## src/rtl/jogo_pkg.sv

```systemverilog
// Shared definitions for the memory-game datapath: state codes and widths.
package jogo_pkg;

  // ROM address and data width.
  localparam int unsigned LarguraRom = 4;

  // Playback FSM state codes (also driven out on db_estado).
  typedef enum logic [3:0] {
    StOcioso  = 4'd0,
    StBusca   = 4'd1,
    StLeitura = 4'd2,
    StAceso   = 4'd3,
    StApagado = 4'd4,
    StProximo = 4'd5,
    StFim     = 4'd6
  } estado_t;

  // Timer width that can hold the larger of the two reload values (T - 1).
  function automatic int unsigned largura_timer(input int unsigned a, input int unsigned b);
    int unsigned m;
    m = (a > b) ? a : b;
    return (m > 1) ? $clog2(m) : 1;
  endfunction

endpackage

```

## src/rtl/exibe_sequencia_temporizador_carga.sv

```systemverilog
// Loadable down-counter with a zero flag. It is shared by the LED on-time
// and blank-gap intervals.
module temporizador_carga #(
  parameter int unsigned Largura = 4
) (
  input  logic               clock,
  input  logic               reset,
  input  logic               i_carregar,
  input  logic [Largura-1:0] i_valor,
  input  logic               i_decrementar,
  output logic               o_zero
);

  logic [Largura-1:0] r_contagem;

  // Load has priority over decrement; the counter saturates at zero.
  always_ff @(posedge clock) begin
    if (reset) begin
      r_contagem <= '0;
    end else if (i_carregar) begin
      r_contagem <= i_valor;
    end else if (i_decrementar && (r_contagem != '0)) begin
      r_contagem <= r_contagem - Largura'(1);
    end
  end

  assign o_zero = (r_contagem == '0);

endmodule

```

## src/rtl/exibe_sequencia.sv

```systemverilog
// Sequence playback. On a start request it reads the sync ROM from address 0
// up to a latched limit. Each pattern is shown on the LEDs for T_ACESO cycles,
// followed by a blank gap of T_APAGADO cycles.
module exibe_sequencia
  import jogo_pkg::*;
#(
  parameter int unsigned T_ACESO   = 500,
  parameter int unsigned T_APAGADO = 250
) (
  input  logic                  clock,
  input  logic                  reset,
  input  logic                  iniciar,
  input  logic [LarguraRom-1:0] limite,
  input  logic [LarguraRom-1:0] dado,
  output logic [LarguraRom-1:0] endereco,
  output logic [LarguraRom-1:0] leds,
  output logic                  ocupado,
  output logic                  pronto,
  output logic [3:0]            db_estado
);

  localparam int unsigned LarguraTimer = largura_timer(T_ACESO, T_APAGADO);
  localparam logic [LarguraTimer-1:0] CargaAceso   = LarguraTimer'(T_ACESO - 1);
  localparam logic [LarguraTimer-1:0] CargaApagado = LarguraTimer'(T_APAGADO - 1);

  estado_t                 r_estado;
  logic [LarguraRom-1:0]   r_endereco;
  logic [LarguraRom-1:0]   r_limite;
  logic [LarguraRom-1:0]   r_leds;
  logic                    r_ocupado;
  logic                    r_pronto;

  logic                    w_zero;
  logic                    w_carregar;
  logic                    w_decrementar;
  logic [LarguraTimer-1:0] w_valor;

  // Timer control: load on entry to each interval, count down while in it.
  always_comb begin
    w_carregar    = 1'b0;
    w_decrementar = 1'b0;
    w_valor       = CargaAceso;
    case (r_estado)
      StLeitura: begin
        w_carregar = 1'b1;
        w_valor    = CargaAceso;
      end
      StAceso: begin
        if (w_zero) begin
          w_carregar = 1'b1;
          w_valor    = CargaApagado;
        end else begin
          w_decrementar = 1'b1;
        end
      end
      StApagado: w_decrementar = !w_zero;
      default: ;
    endcase
  end

  temporizador_carga #(
    .Largura (LarguraTimer)
  ) u_temporizador (
    .clock         (clock),
    .reset         (reset),
    .i_carregar    (w_carregar),
    .i_valor       (w_valor),
    .i_decrementar (w_decrementar),
    .o_zero        (w_zero)
  );

  // Playback FSM with registered outputs; iniciar and limite only matter in StOcioso.
  always_ff @(posedge clock) begin
    if (reset) begin
      r_estado   <= StOcioso;
      r_endereco <= '0;
      r_limite   <= '0;
      r_leds     <= '0;
      r_ocupado  <= 1'b0;
      r_pronto   <= 1'b0;
    end else begin
      r_pronto <= 1'b0;
      case (r_estado)
        StOcioso: begin
          if (iniciar) begin
            r_estado   <= StBusca;
            r_endereco <= '0;
            r_limite   <= limite;
            r_ocupado  <= 1'b1;
          end
        end
        // The ROM samples endereco on this edge.
        StBusca: r_estado <= StLeitura;
        StLeitura: begin
          r_estado <= StAceso;
          r_leds   <= dado;
        end
        StAceso: begin
          if (w_zero) begin
            r_estado <= StApagado;
            r_leds   <= '0;
          end
        end
        StApagado: begin
          if (w_zero) begin
            r_estado <= StProximo;
          end
        end
        // Compare before incrementing so address 15 never wraps.
        StProximo: begin
          if (r_endereco == r_limite) begin
            r_estado <= StFim;
            r_pronto <= 1'b1;
          end else begin
            r_endereco <= r_endereco + 1'b1;
            r_estado   <= StBusca;
          end
        end
        StFim: begin
          r_estado  <= StOcioso;
          r_ocupado <= 1'b0;
        end
        default: begin
          r_estado  <= StOcioso;
          r_ocupado <= 1'b0;
          r_leds    <= '0;
        end
      endcase
    end
  end

  assign endereco  = r_endereco;
  assign leds      = r_leds;
  assign ocupado   = r_ocupado;
  assign pronto    = r_pronto;
  assign db_estado = r_estado;

endmodule
```

## config.mk

```make
export PLATFORM = sky130hd
export DESIGN_NAME = exibe_sequencia
export DESIGN_NICKNAME = d
export VERILOG_FILES = /design/src/rtl/jogo_pkg.sv /design/src/rtl/exibe_sequencia_temporizador_carga.sv /design/src/rtl/exibe_sequencia.sv
export SDC_FILE = /design/constraint.sdc
export NUM_CORES = 1
export LEC_CHECK = 0
export BUFFER_PORTS_ARGS = -buffer_cell sky130_fd_sc_hd__buf_4
export CAP_MARGIN = 0
export CORE_ASPECT_RATIO = 0.5
export CORE_MARGIN = 5
export CORE_UTILIZATION = 30
export DETAILED_ROUTE_END_ITERATION = 12
export PLACE_DENSITY = 0.46
export SLEW_MARGIN = 20
export SYNTH_ARGS = -nofsm -noshare
export SYNTH_HDL_FRONTEND = slang
export SYNTH_HIERARCHICAL = 1
export SYNTH_SLANG_ARGS = --single-unit
```

## constraint.sdc

```tcl
create_clock -name clock -period 2.1 [get_ports clock]
set_input_delay 0.42 -clock clock [delete_from_list [all_inputs] [get_ports clock]]
set_output_delay 0.42 -clock clock [all_outputs]
set_load 0.005 [all_outputs]
```

Word-level counts from Yosys, hierarchy flattened --
Cells that the tools add are included.
Storage, ports and cells: register bits after elaboration 27, input bits 11, output and inout port bits 14, logic and storage cells 59
Cells by class: bitwise operators 3, muxes and demuxes 21, eq/ne operators 11, reduce and logical (&&, ||, !) cells 15, $add $sub $neg 2
Operator list (count):
- $mux 9 | 4
- $mux 4 | 6
- $pmux 4 s6 | 1
- $eq 4x3->1 const B | 3
- $pmux 4 s3 | 1
- $reduce_or 5->1 | 2
- $logic_not 9->1 | 1
- $reduce_bool 9->1 | 1
- $sub 9x1->9 const B | 1
- $eq 4x2->1 const B | 2
- $ne 2x2->1 const B | 4
- $pmux 4 s2 | 1
- $pmux 1 s2 | 3
- $reduce_and 2->1 | 3
- $reduce_and 3->1 | 2
- $add 4x1->4 const B | 1
- $eq 4x1->1 const B | 1
- $eq 4x4->1 | 1
- $logic_not 4->1 | 1
- $mux 1 | 4
- $reduce_bool 2->1 | 2
- $mux 3 | 1
- $not 1->1 | 3
- $reduce_or 2->1 | 1
- other kinds (2) | 2

Longest topological paths before layout --
Gate-level depths: netlist of the first run.
depth in word-level cells 6, gate-level depth with buffers 10, gate-level depth less buffers 9

By module --
The synthesis of the first run kept the hierarchy.
Modules (own cells, without submodules):
- exibe_sequencia | area an instance 1052.3 um^2, cells each 111, instances 1
- temporizador_carga | area an instance 604.3 um^2, cells each 70, instances 1

Worst setup path after synthesis of the first run --
No wires, ideal clock.
kind register to register, start register u_temporizador.r_contagem[0], end register u_temporizador.r_contagem[5], slack 38 ps, data arrival time 1959 ps, path buffers 0, cell stages (with the launch flop) 8, data required time 1997 ps, path through dfxtp_1 > inv_1 > ha_1 > and4b_1 > nor2_1 > nor4b_2 > o211ai_1 > a2111oi_2
On the way: cells in the longest elaborated chain, start to end 5
RTL lines:
- start, declared | line exibe_sequencia_temporizador_carga.sv:14 | logic [Largura-1:0] r_contagem;
- start signal, assigned | line exibe_sequencia_temporizador_carga.sv:21 | r_contagem <= i_valor;
- start signal, assigned | line exibe_sequencia_temporizador_carga.sv:23 | r_contagem <= r_contagem - Largura'(1);
- $logic_not 9->1 (*) | line exibe_sequencia_temporizador_carga.sv:27 | assign o_zero = (r_contagem == '0);
- named net w_zero | line exibe_sequencia.sv:33 | logic w_zero;
- $mux 1 or $logic_not 1->1 (tied branches) | line exibe_sequencia.sv:49, exibe_sequencia.sv:56
- $pmux 1 s2 (*) | line exibe_sequencia.sv:43 | case (r_estado)
- named net w_decrementar | line exibe_sequencia.sv:35 | logic w_decrementar;
- $logic_and 1x1->1 (*) | line exibe_sequencia_temporizador_carga.sv:22 | end else if (i_decrementar && (r_contagem != '0)) begin
- $reduce_bool 2->1 (no source line) (*)
The timed path passes the listed nets; every way through them passes the cells marked *. The select of a mux whose other input is x is not followed. A chain may end at the register's enable or synchronous reset.

Worst setup path in the final report of the first run --
start register u_temporizador.r_contagem[1], end register u_temporizador.r_contagem[0]
RTL lines:
- $logic_not 9->1 (*) | line exibe_sequencia_temporizador_carga.sv:27
- named net w_zero | line exibe_sequencia.sv:33
- $mux 1 (*) | line exibe_sequencia.sv:49 | if (w_zero) begin
- $pmux 1 s2 (*) | line exibe_sequencia.sv:43
- named net w_carregar | line exibe_sequencia.sv:34 | logic w_carregar;
- $mux 9 or $reduce_bool 2->1 (tied branches)
The timed path passes the listed nets; every way through them passes the cells marked *.

==> key figures, run 1 <==
Power and ir drop
  – Leak: 0.865 nW
  – Peak VDD IR: 0.235 mV
  – Power Dens Cells: 582 nW/um^2
  – Post-route total power: 0.00122 W

Floorplanning
  – Die H: 62.5 um
  – Rows: 19
  – Core footprint: 5420 um^2
  – I/O pins: 25
  – Initial core utilization: 30.6%
  – Die ar.: 7200 um^2
  – Die width: 115 um

Logic synthesis
  – Synth async-reset ratio: 0%
  – Post-synth top area share: 31.4%
  – Sequential-to-total area share from yosys stat: 31.4%
  – Post-synthesis register bit count: 26
  – EDFF count, synth: 0
  – Synth Warn #: 6
  – Unique cell type count in the Yosys netlist: 52
  – Avg Cell Area, Syn: 9.15 um^2
  – Post-Syn Area: 1660 um^2
  – Mapped Cells: 181
  – Top cells by area in the synthesized netlist: dfxtp_1 31%, mux2i_1 6.6%, ha_1 4.5%
  – Yosys top cell by area: dfxtp_1
  – Commonest cells post-synth: 26 x dfxtp_1, 19 x nor2_1, 14 x nand2_1
  – Top FF cell, synth: dfxtp_1
  – Top-count cell post-synth: dfxtp_1

Clock network
  – Worst-Skew Late Latency: 0.27 ns
  – CTS tree: yes
  – CTS buffer count: 3
  – Clock-pin slew on the worst setup and hold paths: 0.10 ns
  – CTS H-Tree Depth: 1
  – Post-CTS Hold Fix Bufs: 0
  – CTS Root Cell: clkbuf_8
  – Maximum number of buffers from clock root to sink: 2
  – CTS sink cnt: 26

Place
  – PortBufs: 23
  – # placed instances: 287
  – RePlAce Congestion: 0.818
  – Post-DP Area: 1960 um^2
  – Hpwl dp: 2660 um

Hold path
  – Worst Hold Class: in2reg
  – Min-Delay Startpoint: limite[1]

Global route
  – Largest net degree at the start of global routing: 35
  – Number of global-route vias before repair: 1333
  – Global Route Usage Sum: 10.2%
  – First-pass GRT wire length: 6170 um
  – Initial antenna violation count: 0
  – Grt ovf: 0

Layout
  – Layout cells sized above 1: 30.2%
  – Final instance area: 2100 um^2
  – Layout area overhead: 26.5%
  – Nets: 240
  – Area of the multi-input gates: 1070 um^2
  – Ant. Diodes: 0
  – Fillcell total: 562
  – Cell Count, Final, Fillers Out: 295
  – FF/Latch Area: 523 um^2

Run status
  – Outcome: finished, final reports clean

Worst setup path
  – Crit start category: flop
  – Worst EP required: 2.30 ns
  – Crit. End Element: flop
  – FF-to-FF Start: u_temporizador/r_contagem[1]$_SDFFE_PP0P_
  – CP arrival: 2.22 ns
  – CP max FO: 7
  – Crit. Startpoint: u_temporizador/r_contagem[1]$_SDFFE_PP0P_
  – CP Class: reg2reg

Timing
  – Final setup fails: 0
  – Unrepaired setup endpoints after global routing: yes
  – Rel. slew slack: 57.8%
  – Tcrit/Tclk final: 96.2%
  – Setup Skew: 0.00464 ns
  – TNS Setup: 0 ns
  – Slew Limit Fails: 0
  – Least-Margin Pin Slew: 0.631 ns
  – Crit path time final: 2.02 ns
  – Final hold vios: 0
  – FMAX: 495 MHz

Route
  – Initial DRT Pass Iterations: 4
  – Post-DR wirelength/cell: 12.9 um
  – Vias: 1444
  – DR vias/cell: 4.89
  – Post-route ant nets: 0
  – Detailed-route wire length: 3810 um
  – Initial DRC count: 108
  – DRC: 0

Flow run
  – Max-cap check violation count: 0
==> area by class of cell <==
| type | instances | share of cell area [%] |
|---|---|---|
| well taps | 73 | 4.36 |
| multi-input cells | 143 | 51.0 |
| clock inverters | 1 | 1.43 |
| clock buffers | 3 | 1.97 |
| flip-flops and latches | 26 | 25.0 |
| repair buffers | 41 | 14.7 |
| inverters | 8 | 1.55 |
==> registers in the layout, indices dropped and copies added, names as in the netlist <==
register and flops:
db_estado 3, endereco 4, leds 4, ocupado 1, pronto 1, r_limite 4, u_temporizador/r_contagem 9
==> logic make-up after synthesis <==
| kind of cell | Yosys count | synth area share [%] |
|---|---|---|
| and+or+nand+nor | 76 | 27.0 |
| xor gates and xnor gates | 4 | 3.93 |
| DFF | 26 | 31.4 |
| adders and majority gates | 6 | 4.53 |
| muxes | 11 | 6.65 |
| buffers and inverters | 17 | 6.95 |
| AOI/OAI and AO/OA | 39 | 19.1 |
| other | 2 | 0.453 |
==> repair_timing <==
action | in CTS | in global routing
endpoints found under the hold margin | 0 | 0
pin swaps | 0 | 7
cloned | 0 | 1
gates resized for setup | 0 | 10
endpoints found under the setup margin | 2 | 7
buffers inserted | 0 | 3
==> stage by stage <==
stage               utilization, %  worst slack, ns  hold WS, ns
global placement              36.2           0.0777        0.464
global route                  38.7          -0.0340        0.395
detailed placement            36.2         0.000209        0.473
finish                        38.7           0.0798        0.378
CTS                           37.5          -0.0234        0.370
floorplan                        -           0.0375        0.468
==> layer usage <==
metal / vias to the layer above / track usage (%) / wire, um
met5: - / 0 / 0
met4: 0 / 1.76 / 22
met3: 2 / 2.32 / 122
met2: 13 / 17.5 / 1750
met1: 688 / 13.2 / 1920
li1: 741 / - / -
==> cells in the final DEF, fill, tap and decap left out, drive strengths merged, types with 7 or more instances in the layout <==
master	count
buf	41
nor3	7
dfxtp	26
nor2	19
nand2	14
conb	7
mux2i	11
inv	8
a21oi	9
==> path summary, 6_finish.rpt <==
check,cells past startpoint,slack [ns],end
setup reg to reg,9,0.08,u_temporizador/r_contagem[0]$_SDFFE_PP0P_
hold reg to reg,2,0.48,leds[2]$_SDFFE_PP0P_
hold / removal,3,0.38,r_limite[1]$_SDFFE_PP0P_
setup / recovery,9,0.08,u_temporizador/r_contagem[0]$_SDFFE_PP0P_
==> power breakdown <==
group,leakage (nW),internal [W],switching [W]
Combinational,0.618,0.000124,0.000140
Clock,0.0357,0.000255,0.000167
Sequential,0.212,0.000514,0.0000199
==> worst max-delay path, cell delays in order, from the launching register on <==
cell and delay (ns):
dfxtp_2 0.36, inv_1 0.06, ha_1 0.19, and4b_2 0.28, or2b_1 0.24, nand2_1 0.08, nor2_2 0.05, buf_2 0.17
or3_1 0.35, o211ai_1 0.16
Power figures use the tool's default switching activity.
==> inputs of run 2 (changes only) <==
--- a/config.mk
+++ b/config.mk
@@ -7,7 +7,7 @@
 export LEC_CHECK = 0
 export BUFFER_PORTS_ARGS = -buffer_cell sky130_fd_sc_hd__buf_4
 export CAP_MARGIN = 0
-export CORE_ASPECT_RATIO = 0.5
+export CORE_ASPECT_RATIO = 0.8
 export CORE_MARGIN = 5
 export CORE_UTILIZATION = 30
 export DETAILED_ROUTE_END_ITERATION = 12
==> key figures, run 2 (synthesis gave the netlist of run 1 again) <==
Run status
  – Outcome: finished, final reports clean (unchanged)

Layout
  – Most frequent cells in the layout: 43 x buf_4, 22 x dfxtp_1, 17 x nor2_1, 13 x nand2_1, 11 x mux2i_1 (was 39 x buf_4, 24 x dfxtp_1, 16 x nor2_1, 14 x nand2_1, 11 x mux2i_1)
  – Top reg by flops: u_temporizador/r_contagem (unchanged)
  – Fillcell total: 547 (was 562)
  – Final instance area: 2120 um^2 (was 2100 um^2)
  – Layout area overhead: 27.9% (was 26.5%)
  – Most common cell after layout, fill and taps aside: buf_4 (unchanged)
  – Final Util: 39.2% (was 38.7%)
  – Nets: 243 (was 240)
  – Layout cells sized above 1: 32.0% (was 30.2%)
  – Ant. Diodes: 0 (unchanged)
  – Max reg flops: 9 (unchanged)

Place
  – PortBufs: 23 (unchanged)
  – Post-DP Area: 1990 um^2 (was 1960 um^2)
  – Setup WS pre-CTS: -0.0829 ns (was 0.000209 ns)
  – RePlAce Congestion: 0.847 (was 0.818)
  – Hpwl dp: 2980 um (was 2660 um)

Power and ir drop
  – Post-route total power: 0.00125 W (was 0.00122 W)
  – Gate power share: 22.3% (was 21.6%)
  – Power Dens Cells: 588 nW/um^2 (was 582 nW/um^2)
  – Seq pwr share: 42.8% (was 43.7%)
  – Leak: 0.881 nW (was 0.865 nW)
  – Peak VDD IR: 0.262 mV (was 0.235 mV)
  – Switching share of total power: 27.7% (was 26.9%)
  – Clock Power Share: 34.9% (was 34.6%)
  – Pint: 0.000902 W (was 0.000892 W)
  – Switching power: 0.000345 W (was 0.000328 W)

Worst setup path
  – CP max FO: 6 (was 7)
  – CP Class: reg2reg (unchanged)
  – CP delay by family, top: simple AND/OR/NAND/NOR gates (unchanged)
  – Worst EP required: 2.28 ns (was 2.30 ns)
  – Crit. End Element: flop (unchanged)
  – CP bufs+invs: 2 (unchanged)
  – CP arrival: 2.19 ns (was 2.22 ns)
  – Max stage delay on crit path: 0.34 ns (was 0.36 ns)
  – Crit start category: flop (unchanged)
  – CP most frequent cell: buf_4
  – CP max stage cell: dfxtp_1 (was dfxtp_2)
  – Worst path cell trace: nor4_2, and4b_2, nor2_4, nor4b_4, buf_4, buf_4, o2111a_1, a2111oi_2 (was inv_1, ha_1, and4b_2, or2b_1, nand2_1, nor2_2, buf_2, or3_1, o211ai_1)

Route
  – Initial DRT Pass Iterations: 4 (unchanged)
  – Post-DR wirelength/cell: 14.0 um (was 12.9 um)
  – DRC: 0 (unchanged)
  – Initial DRC count: 78 (was 108)
  – DR vias/cell: 5.01 (was 4.89)
  – Vias: 1452 (was 1444)
  – Post-route ant nets: 0 (unchanged)
  – Detailed-route wire length: 4050 um (was 3810 um)

Global route
  – Largest net degree at the start of global routing: 35 (unchanged)
  – Number of global-route vias before repair: 1354 (was 1333)
  – Grt ovf: 0 (unchanged)
  – Global Route Usage Sum: 11.3% (was 10.2%)
  – Initial antenna violation count: 0 (unchanged)
  – First-pass GRT wire length: 6650 um (was 6170 um)

Floorplanning
  – Rows: 24 (was 19)
  – Die ar.: 7120 um^2 (was 7200 um^2)
  – Die H: 76.5 um (was 62.5 um)
  – I/O pins: 25 (unchanged)
  – Initial core utilization: 30.6% (about the same)
  – Die width: 93.1 um (was 115 um)
  – Core footprint: 5410 um^2 (was 5420 um^2)

Clock network
  – CTS sink cnt: 26 (unchanged)
  – CTS tree: yes (unchanged)
  – CTS H-Tree Depth: 1 (unchanged)
  – Worst-Skew Late Latency: 0.28 ns (was 0.27 ns)
  – Maximum number of buffers from clock root to sink: 2 (unchanged)
  – Clock-pin slew on the worst setup and hold paths: 0.10 ns (about the same)
  – Post-CTS Hold Fix Bufs: 0 (unchanged)
  – CTS buffer count: 3 (unchanged)
  – CTS Root Cell: clkbuf_8 (unchanged)

Hold path
  – Worst Hold Class: in2reg (unchanged)

Flow run
  – Max-cap check violation count: 0 (unchanged)

Timing
  – Final setup fails: 0 (unchanged)
  – Crit path time final: 2.01 ns (was 2.02 ns)
  – Setup ws final: 0.0911 ns (was 0.0798 ns)
  – Least-Margin Pin Slew: 0.649 ns (was 0.631 ns)
  – Setup Skew: 0.00453 ns (was 0.00464 ns)
  – Rel. slew slack: 56.5% (was 57.8%)
  – FMAX: 498 MHz (was 495 MHz)
  – Tcrit/Tclk final: 95.7% (was 96.2%)
  – TNS Setup: 0 ns (unchanged)
  – Final hold vios: 0 (unchanged)
  – Slew Limit Fails: 0 (unchanged)
-- run 2: stage by stage --
step,hold slack [ns],cells
floorplan,0.468,186
global placement,0.464,284
detailed placement,0.480,284
CTS,0.364,288
global route,0.383,290
finish,0.373,290
-- run 2: final cells by class --
type	count	area, um^2	area share (%)
clock buffers	3	41.3	1.95
clock inverters	1	30.0	1.42
inverters	8	32.5	1.53
multi-input cells	143	1070	50.7
flip-flops and latches	26	526	24.8
well taps	65	81.3	3.84
repair buffers	44	334	15.8
-- run 2: path summary, 6_finish.rpt --
check	start	to	slack, ns	depth (start not counted)
max	u_temporizador/r_contagem[5]$_SDFFE_PP0P_	u_temporizador/r_contagem[5]$_SDFFE_PP0P_	0.09	8
min	limite[2]	r_limite[2]$_SDFFE_PP0P_	0.37	3
max reg2reg	u_temporizador/r_contagem[5]$_SDFFE_PP0P_	u_temporizador/r_contagem[5]$_SDFFE_PP0P_	0.09	8
min reg2reg	leds[0]$_SDFFE_PP0P_	leds[0]$_SDFFE_PP0P_	0.49	2
-- run 2: worst register-to-register path: stages (launching register included) --
cell and delay, ns:
dfxtp_1 0.34, nor4_2 0.29, and4b_2 0.32, nor2_4 0.07, nor4b_4 0.15, buf_4 0.14, buf_4 0.13, o2111a_1 0.14
a2111oi_2 0.33
-- run 2: repair_timing --
item,in CTS,in global routing
pin swaps,0,3
setup buffers,0,2
endpoints found under the hold margin,0,0
resized for setup,2,12
endpoints found under the setup margin,4,9
-- run 2: routing by layer --
metal	part of all wire, %	global-route usage [%]	routed length, um	vias to the layer above
li1	-	-	-	746
met1	51	16.5	2070	672
met2	43	16.3	1760	30
met3	4.7	3.06	192	4
met4	0.57	2.34	23	0
met5	0	0	0	-
-- run 2: power by group through the flow --
stage | Clock, W | Sequential, W | Combinational, W
4_1_cts | 0.000445 | 0.000533 | 0.000270
5_1_grt | 0.000458 | 0.000538 | 0.000304
2_1_floorplan | 0 | 0.000546 | 0.000179
6_report | 0.000435 | 0.000534 | 0.000278
3_3_place_gp | 0 | 0.000543 | 0.000265
3_5_place_dp | 0 | 0.000544 | 0.000267
==> inputs of run 3 (changes only) <==
--- a/config.mk
+++ b/config.mk
@@ -12,6 +12,7 @@
 export CORE_UTILIZATION = 30
 export DETAILED_ROUTE_END_ITERATION = 12
 export PLACE_DENSITY = 0.46
+export RECOVER_POWER = 25
 export SLEW_MARGIN = 20
 export SYNTH_ARGS = -nofsm -noshare
 export SYNTH_HDL_FRONTEND = slang
==> key figures, run 3 (synthesis gave the netlist of run 1 again) <==
Run status
  – Outcome: finished, final reports clean (unchanged)

Timing
  – TNS Setup: 0 ns (unchanged)
  – Slew Limit Fails: 0 (unchanged)
  – Rel. slew slack: 55.9% (was 56.5%)
  – Final hold vios: 0 (unchanged)
  – FMAX: 498 MHz (about the same)
  – Final setup fails: 0 (unchanged)
  – Least-Margin Pin Slew: 0.659 ns (was 0.649 ns)
  – Tcrit/Tclk final: 95.7% (about the same)
  – Crit path time final: 2.01 ns (about the same)
  – Fin Hold WS: 0.371 ns (was 0.373 ns)
  – Setup Skew: 0.00432 ns (was 0.00453 ns)
  – Setup ws final: 0.0911 ns (about the same)

Clock network
  – CTS H-Tree Depth: 1 (unchanged)
  – Post-CTS Hold Fix Bufs: 0 (unchanged)
  – Maximum number of buffers from clock root to sink: 2 (unchanged)
  – Worst-Skew Late Latency: 0.28 ns (about the same)
  – Clock-pin slew on the worst setup and hold paths: 0.10 ns (about the same)
  – CTS tree: yes (unchanged)
  – CTS sink cnt: 26 (unchanged)
  – CTS buffer count: 3 (unchanged)
  – CTS Root Cell: clkbuf_8 (unchanged)

Worst setup path
  – Flop2flop setup slack: 0.09 ns (about the same)
  – CP arrival: 2.19 ns (about the same)
  – CP Class: reg2reg (unchanged)
  – Crit start category: flop (unchanged)
  – R2R Path End: u_temporizador/r_contagem[5]$_SDFFE_PP0P_ (unchanged)
  – Crit. End Element: flop (unchanged)
  – R2R cell count: 8 (unchanged)
  – Worst EP required: 2.28 ns (about the same)
  – FF-to-FF Start: u_temporizador/r_contagem[5]$_SDFFE_PP0P_ (unchanged)
  – CP max FO: 6 (unchanged)

Global route
  – Global Route Usage Sum: 11.3% (unchanged)
  – Initial antenna violation count: 0 (unchanged)
  – Grt ovf: 0 (unchanged)
  – Largest net degree at the start of global routing: 35 (unchanged)
  – First-pass GRT wire length: 6650 um (unchanged)
  – Number of global-route vias before repair: 1354 (unchanged)

Hold path
  – Hold endpoint: r_limite[2]$_SDFFE_PP0P_ (unchanged)
  – Hold depth: 3 (unchanged)
  – Worst Hold Class: in2reg (unchanged)
  – Min-Delay Startpoint: limite[2] (unchanged)

Layout
  – Max reg flops: 9 (unchanged)
  – Top reg by flops: u_temporizador/r_contagem (unchanged)
  – Ant. Diodes: 0 (unchanged)
  – Final instance area: 2110 um^2 (was 2120 um^2)
  – Fillcell total: 547 (unchanged)
  – FF/Latch Area: 526 um^2 (unchanged)
  – Nets: 243 (unchanged)
  – Area of the multi-input gates: 1070 um^2 (about the same)
  – Layout area overhead: 27.5% (was 27.9%)
  – Most frequent cells in the layout: 35 x buf_4, 22 x dfxtp_1, 17 x nor2_1, 13 x nand2_1, 11 x mux2i_1 (was 43 x buf_4, 22 x dfxtp_1, 17 x nor2_1, 13 x nand2_1, 11 x mux2i_1)
  – Most common cell after layout, fill and taps aside: buf_4 (unchanged)
  – Layout cells sized above 1: 31.6% (was 32.0%)

Route
  – DRC: 0 (unchanged)
  – Post-DR wirelength/cell: 13.9 um (was 14.0 um)
  – Detailed-route wire length: 4040 um (was 4050 um)
  – Vias: 1451 (was 1452)
  – DR vias/cell: 5.00 (was 5.01)
  – Initial DRC count: 78 (unchanged)
  – Post-route ant nets: 0 (unchanged)
  – Initial DRT Pass Iterations: 4 (unchanged)

Floorplanning
  – I/O pins: 25 (unchanged)
  – Initial core utilization: 30.6% (unchanged)
  – Die H: 76.5 um (unchanged)
  – Die width: 93.1 um (unchanged)
  – Die ar.: 7120 um^2 (unchanged)
  – Rows: 24 (unchanged)
  – Core footprint: 5410 um^2 (unchanged)

Power and ir drop
  – Peak VDD IR: 0.262 mV (about the same)
  – Post-route total power: 0.00124 W (was 0.00125 W)
  – Leak: 0.875 nW (was 0.881 nW)
  – Power Dens Cells: 589 nW/um^2 (was 588 nW/um^2)

Place
  – RePlAce Congestion: 0.847 (unchanged)
  – PortBufs: 23 (unchanged)
  – Setup WS pre-CTS: -0.0829 ns (unchanged)
  – Hpwl dp: 2980 um (unchanged)
  – Post-DP Area: 1990 um^2 (unchanged)

Flow run
  – Max-cap check violation count: 0 (unchanged)
## run 3: cell types whose count changed in the layout (fill, tap and decap cells not counted)
cell | previous run | this run
buf_4 | 43 | 35
xnor2_1 | 0 | 1
xnor2_2 | 4 | 3
clkbuf_4 | 0 | 8
## run 3: cell type report
type | instances | area share, %
tap | 65 | 3.85
timing repair buffer | 44 | 15.8
clock inverter | 1 | 1.42
multi-input combinational | 143 | 50.5
clock buffer | 3 | 1.95
sequential | 26 | 24.9
inverter | 8 | 1.54
## run 3: what timing repair did
item	in CTS	in global routing
gates cloned	0	0
pin swaps	0	3
buffers inserted	0	2
setup endpoints to repair	4	9
hold endpoints to repair	0	0
gates resized for setup	2	12
## run 3: worst max-delay path: stages (launching register included)
cell       delay (ns)
dfxtp_1          0.34
nor4_2           0.29
and4b_2          0.32
nor2_4           0.07
nor4b_4          0.15
buf_4            0.14
buf_4            0.13
o2111a_1         0.14
a2111oi_2        0.33
## run 3: metal layers
| layer | part of all wire (%) | global-route usage [%] | wire [um] | vias to the layer above |
|---|---|---|---|---|
| met5 | 0 | 0 | 0 | - |
| met2 | 43 | 16.3 | 1750 | 27 |
| met4 | 0.57 | 2.34 | 23 | 0 |
| li1 | - | - | - | 749 |
| met3 | 4.5 | 3.06 | 180 | 4 |
| met1 | 52 | 16.5 | 2090 | 671 |
## run 3: power by group
| part | internal (W) | switching (W) |
|---|---|---|
| sequential | 0.000514 | 0.0000191 |
| clock | 0.000255 | 0.000179 |
| combinational | 0.000131 | 0.000146 |
## run 3: how the worst max path moves through the flow
| stage | end | slack [ns] | startpoint |
|---|---|---|---|
| global placement | u_temporizador/r_contagem[6]$_SDFFE_PP0P_ | 0.07 | u_temporizador/r_contagem[1]$_SDFFE_PP0P_ |
| global route | u_temporizador/r_contagem[0]$_SDFFE_PP0P_ | -0.01 | u_temporizador/r_contagem[1]$_SDFFE_PP0P_ |
| floorplan | u_temporizador/r_contagem[5]$_SDFFE_PP0P_ | 0.04 | u_temporizador/r_contagem[0]$_SDFFE_PP0P_ |
| detailed placement | u_temporizador/r_contagem[5]$_SDFFE_PP0P_ | -0.08 | u_temporizador/r_contagem[0]$_SDFFE_PP0P_ |
| CTS | u_temporizador/r_contagem[6]$_SDFFE_PP0P_ | -0.0006 | u_temporizador/r_contagem[1]$_SDFFE_PP0P_ |
| finish | u_temporizador/r_contagem[5]$_SDFFE_PP0P_ | 0.09 | u_temporizador/r_contagem[5]$_SDFFE_PP0P_ |
## run 3: per-stage QoR
step / utilization [%] / std cells
after global routing: 39.1 / 290
after detailed placement: 36.8 / 284
after floorplan: - / 186
after global placement: 36.8 / 284
after CTS: 38.3 / 288
final: 39.1 / 290
